<file path="config.mk">
export PLATFORM = sky130hd
export DESIGN_NAME = ucsbece154_icache_refill
export DESIGN_NICKNAME = d
export VERILOG_FILES = /design/src/rtl/ucsbece154_icache_refill.sv
export SDC_FILE = /design/constraint.sdc
export NUM_CORES = 1
export LEC_CHECK = 0
export CAP_MARGIN = 20
export CORE_MARGIN = 3
export CORE_UTILIZATION = 41
export DETAILED_ROUTE_END_ITERATION = 12
export PLACE_DENSITY = 0.72
export SLEW_MARGIN = 20
export SYNTH_ARGS = -nofsm -noshare
export SYNTH_HDL_FRONTEND = slang
export SYNTH_SLANG_ARGS = --single-unit
</file>
<file path="constraint.sdc">
create_clock -name clk -period 2.3 [get_ports clk]
set_clock_uncertainty 0.15 [all_clocks]
set_input_delay 0.345 -clock clk [delete_from_list [all_inputs] [get_ports clk]]
set_output_delay 0.345 -clock clk [all_outputs]
set_load 0.01 [all_outputs]
</file>
<file path="src/rtl/ucsbece154_icache_refill.sv">
// I-cache refill initiator: takes one miss, bursts a block-aligned line from instruction memory,
// forwards the critical word early, then hands the complete line back to the cache.
module ucsbece154_icache_refill #(
    parameter int BLOCK_WORDS    = 4,
    parameter int TIMEOUT_CYCLES = 255
) (
    input  logic                      clk,
    input  logic                      reset,
    input  logic                      MissValid,
    input  logic [31:0]               MissAddress,
    output logic                      MissReady,
    output logic                      ReadRequest,
    output logic [31:0]               ReadAddress,
    input  logic [31:0]               DataIn,
    input  logic                      DataReady,
    output logic                      CritValid,
    output logic [31:0]               CritWord,
    output logic                      RefillValid,
    output logic [31:0]               RefillAddress,
    output logic [32*BLOCK_WORDS-1:0] RefillLine,
    output logic                      RefillError,
    output logic [2:0]                dbg_state_o
);

    localparam int IDXW = $clog2(BLOCK_WORDS);
    localparam int OFF  = IDXW + 2;
    localparam int TW   = (TIMEOUT_CYCLES > 0) ? $clog2(TIMEOUT_CYCLES + 1) : 1;

    // Handshake: a miss transfers on a cycle with MissValid && MissReady; MissReady is high only in
    // S_IDLE, and any MissValid seen in another state is dropped, never queued.
    typedef enum logic [2:0] {
        S_IDLE  = 3'd0,
        S_REQ   = 3'd1,
        S_WAIT  = 3'd2,
        S_FILL  = 3'd3,
        S_DONE  = 3'd4,
        S_ABORT = 3'd5
    } state_t;

    state_t                   state_q, state_d;
    logic [IDXW-1:0]          beat_q, beat_d;
    logic [IDXW-1:0]          crit_idx_q, crit_idx_d;
    logic [TW-1:0]            tmo_q, tmo_d;
    logic [31:0]              addr_q, addr_d;
    logic [32*BLOCK_WORDS-1:0] line_q, line_d;
    logic [31:0]              crit_word_q, crit_word_d;
    logic                     crit_valid_q, crit_valid_d;
    logic                     unused_addr_bits;

    assign unused_addr_bits = ^MissAddress[1:0];

    always_ff @(posedge clk or negedge reset) begin
        if (!reset) begin
            state_q      <= S_IDLE;
            beat_q       <= '0;
            crit_idx_q   <= '0;
            tmo_q        <= '0;
            addr_q       <= '0;
            line_q       <= '0;
            crit_word_q  <= '0;
            crit_valid_q <= 1'b0;
        end else begin
            state_q      <= state_d;
            beat_q       <= beat_d;
            crit_idx_q   <= crit_idx_d;
            tmo_q        <= tmo_d;
            addr_q       <= addr_d;
            line_q       <= line_d;
            crit_word_q  <= crit_word_d;
            crit_valid_q <= crit_valid_d;
        end
    end

    always_comb begin
        state_d      = state_q;
        beat_d       = beat_q;
        crit_idx_d   = crit_idx_q;
        tmo_d        = tmo_q;
        addr_d       = addr_q;
        line_d       = line_q;
        crit_word_d  = crit_word_q;
        crit_valid_d = 1'b0;
        case (state_q)
            S_IDLE: begin
                if (MissValid) begin
                    addr_d     = {MissAddress[31:OFF], {OFF{1'b0}}};
                    crit_idx_d = MissAddress[OFF-1:2];
                    beat_d     = '0;
                    state_d    = S_REQ;
                end
            end
            S_REQ: begin
                tmo_d   = '0;
                state_d = S_WAIT;
            end
            S_WAIT, S_FILL: begin
                if (DataReady) begin
                    line_d[32*beat_q +: 32] = DataIn;
                    beat_d = beat_q + 1'b1;
                    tmo_d  = '0;
                    if (beat_q == crit_idx_q) begin
                        crit_word_d  = DataIn;
                        crit_valid_d = 1'b1;
                    end
                    state_d = (beat_q == IDXW'(BLOCK_WORDS - 1)) ? S_DONE : S_FILL;
                end else if (TIMEOUT_CYCLES != 0) begin
                    // Abort lands exactly TIMEOUT_CYCLES cycles after the last beat or WAIT entry.
                    tmo_d = tmo_q + 1'b1;
                    if (tmo_q == TW'(TIMEOUT_CYCLES - 1)) begin
                        state_d = S_ABORT;
                    end
                end
            end
            S_DONE:  state_d = S_IDLE;
            S_ABORT: state_d = S_IDLE;
            default: state_d = S_IDLE;
        endcase
    end

    assign MissReady     = (state_q == S_IDLE);
    assign ReadRequest   = (state_q == S_REQ);
    assign RefillValid   = (state_q == S_DONE);
    assign RefillError   = (state_q == S_ABORT);
    assign ReadAddress   = addr_q;
    assign RefillAddress = addr_q;
    assign RefillLine    = line_q;
    assign CritWord      = crit_word_q;
    assign CritValid     = crit_valid_q;
    assign dbg_state_o   = state_q;

endmodule

</file>
==> flow_metrics.py <==
metrics = {
    "worst_setup_path": {
        "crit_required_ns": 1.80,
        "critPathBufInv": 2,
        "path_delay_family": "buffers and inverters",
        "slowest_stage": "clkdlybuf4s50_1",
        "cp_max_fo": 9,
        "path_class": "flip-flop to output port",
        "path_cells": "buf_4 > clkdlybuf4s50_1",
        "reg2reg_depth": 6,
        "max_stage_delay_ns": 0.56,
        "crit_cells": 2,
        "start_kind": "flip-flop",
        "worstSetupEndpointType": "output port",
        "worst_ep_arrival_time_ns": 1.68,
    },
    "layout": {
        "final_common_cell": "clkdlybuf4s50_1",
        "drive_gt1_share_pct": 13.1,
        "syn_to_final_growth_pct": 46.5,
        "stdcell_count": 1380,
        "final_cell_mix": "284 x clkdlybuf4s50_1, 268 x nand2_1, 202 x dfrtp_1",
        "utilization_pct": 61.3,
        "final_net_count": 1170,
        "diodes": 0,
    },
    "grt": {
        "grt_pass1_wl_mm": 37.1,
        "antenna_found_initial": 0,
        "grtUsageTotal_pct": 20.8,
        "gr-total-overflow": 0,
        "grt_pass1_vias": 6594,
        "grt_start_max_net_pins": 56,
    },
    "clock_tree": {
        "h-tree-depth": 1,
        "clock_path_buffers": 3,
        "cts_sinks": 204,
        "cts_tree": "done",
        "clock_latency_ns": 0.49,
        "cts_buffers": 23,
        "cts-root-buf": "clkbuf_16",
        "path_clk_slew_ns": 0.06,
    },
    "place": {
        "dp_slack_ns": 0.0766,
        "dp_hpwl_mm": 16.9,
        "gp_congestion": 0.757,
        "dp_cells": 1336,
        "port-buffer-count": 289,
    },
    "route": {
        "ant_nets": 0,
        "via_per_inst": 4.83,
        "drtIter0Drc": 256,
        "drc": 0,
        "vias": 6664,
        "drt_pass1_iterations": 4,
        "wirelength_mm": 23.9,
        "route.detailed.wl_per_inst_um": 17.3,
    },
    "synthesis": {
        "avgSynthCellArea_um2": 10.4,
        "synth_compound_area_share_pct": 8.89,
        "synth-xor-area-share_pct": 0.309,
        "synthTopCellsByArea": "dfrtp_1 60%, nand2_1 12%, mux2_2 8.2%",
        "synthDistinctLibCells": 40,
        "yosys_warnings": 0,
        "synth_ff_type": "dfrtp_1",
        "synth_top_family_by_area": "simple AND/OR/NAND/NOR gates",
        "ys_ff_latch": 204,
        "syn_area_um2": 8500,
        "synth_enable_flop_cells": 0,
        "synth_seq_area_share_pct": 60.1,
        "synthAdderAreaFrac_pct": 1.18,
        "synth_mux_area_share_pct": 8.58,
        "syn_inst": 821,
        "synth_top_area_share_pct": 60.1,
        "synth-simple-area-share_pct": 15.1,
        "synthArstFlopShare_pct": 100,
        "synth_largest_area_cell": "dfrtp_1",
    },
    "sta": {
        "min_period_over_period_pct": 94.5,
        "hold_viol_final": 0,
        "min_period_ns": 2.17,
        "layout_setup_ws_ns": 0.125,
        "rsz0062_at_grt": "false",
        "max_freq_mhz": 460,
        "maxSlewHeadroom_pct": 57.4,
        "worst_pin_slew_ns": 0.638,
        "final_max_slew_viol_count": 0,
        "setup_violations": 0,
        "fin_tns_setup_ns": 0,
    },
    "hold_path": {
        "hold_path_class": "input port to async pin",
    },
    "pwr": {
        "power.density_nw_per_um2": 1390,
        "p_total_uw": 17300,
        "vdd_ir_drop_max_mv": 0.811,
        "leakagePower_uw": 0.00520,
    },
    "die": {
        "core_um2": 20300,
        "dieHeight_um": 150,
        "rows": 52,
        "start_util_pct": 41.9,
        "fp.dieArea_um2": 22500,
        "die_w_um": 150,
        "ios": 300,
    },
    "job": {
        "drv_cap": 0,
    },
    "outcome": {
        "outcome": "finished clean",
    },
}
-- power breakdown --
| group | switching (uW) | internal (uW) | leakage (uW) |
|---|---|---|---|
| logic | 3420 | 4250 | 0.00213 |
| registers | 885 | 5030 | 0.00269 |
| clock network | 1410 | 2320 | 0.000384 |
| total | 5710 | 11600 | 0.00520 |
-- cells by family after synthesis --
logic type	Yosys count
AND/OR/NAND/NOR	304
flip-flops	204
AO/OA/AOI/OAI	147
buffers and inverters	89
multiplexers	65
adder cells (fa/ha/maj)	8
XOR/XNOR	3
other	1
-- cell usage after synthesis (2+ instances only) --
library cell	count
mux2i_1	2
nor2_1	2
o21ai_1	5
a21oi_1	5
or4_1	3
buf_2	12
nand2_1	268
nor3b_2	2
buf_4	39
mux2_2	62
dfrtp_1	204
nand4b_1	4
ha_1	8
nor4bb_1	2
clkbuf_1	32
nor3_1	2
o21ai_0	130
nand3_1	6
o211ai_1	3
nand4_1	3
xor2_1	3
inv_1	6
-- flip-flops by register name (all words and copies together) (netlist names) --
signal / count
CritValid: 1
CritWord: 32
ReadAddress: 28
RefillLine: 128
beat_q: 2
crit_idx_q: 2
dbg_state_o: 3
tmo_q: 8
-- layout make-up --
class                   instances  area, um2
multi-input cells             535       2970
flip-flops and latches        204       5110
repair buffers                324       3240
well taps                     270        338
clock buffers                  37        708
clock inverters                 4       70.1
fillers                      1679       7850
inverters                       6       22.5
-- metal layers --
metal	vias to the layer above	share of wire [%]	track usage, %	routed length [um]
met4	0	1.9	4.48	454
met5	-	0	0	0
met3	32	6.4	4.88	1540
met1	3215	43	27.5	10200
met2	189	49	35.2	11800
li1	3228	-	-	-
-- timing repair --
item,in CTS,in global routing
hold buffers,1,0
setup endpoints to repair,4,16
pin swaps,0,1
setup buffers,2,0
gates resized for setup,5,2
endpoints found under the hold margin,52,0
gates cloned,0,0
-- per-stage QoR --
step / hold WS, ns / cell area, um2
final: 0.221 / 12500
after floorplan: -0.101 / 8520
after CTS: 0.213 / 12400
after global routing: 0.235 / 12500
after detailed placement: 0.154 / 11600
after global placement: 0.155 / 11600
-- worst reg2reg max path: cells and delay by family (launching register included) --
kind / cells / cell delay, ns
adders and majority gates: 1 / 0.36
AOI/OAI and AO/OA: 1 / 0.16
and+or+nand+nor: 2 / 0.48
buffers and inverters: 2 / 0.42
DFF: 1 / 0.43
-- worst paths after layout --
| kind | slack [ns] | from | to |
|---|---|---|---|
| worst max register to register | 0.21 | beat_q[1] | RefillLine[26] |
| worst min register to register | 0.33 | RefillLine[103] | RefillLine[103] |
| worst min-delay path | 0.22 | reset | CritWord[18] |
| worst max-delay path | 0.13 | dbg_state_o[2] | dbg_state_o[2] |
| max in group asynchronous | 1.11 | reset | dbg_state_o[2] |
| min in group clk | 0.31 | MissAddress[31] | ReadAddress[31] |
(Power assumes the default switching activity.)
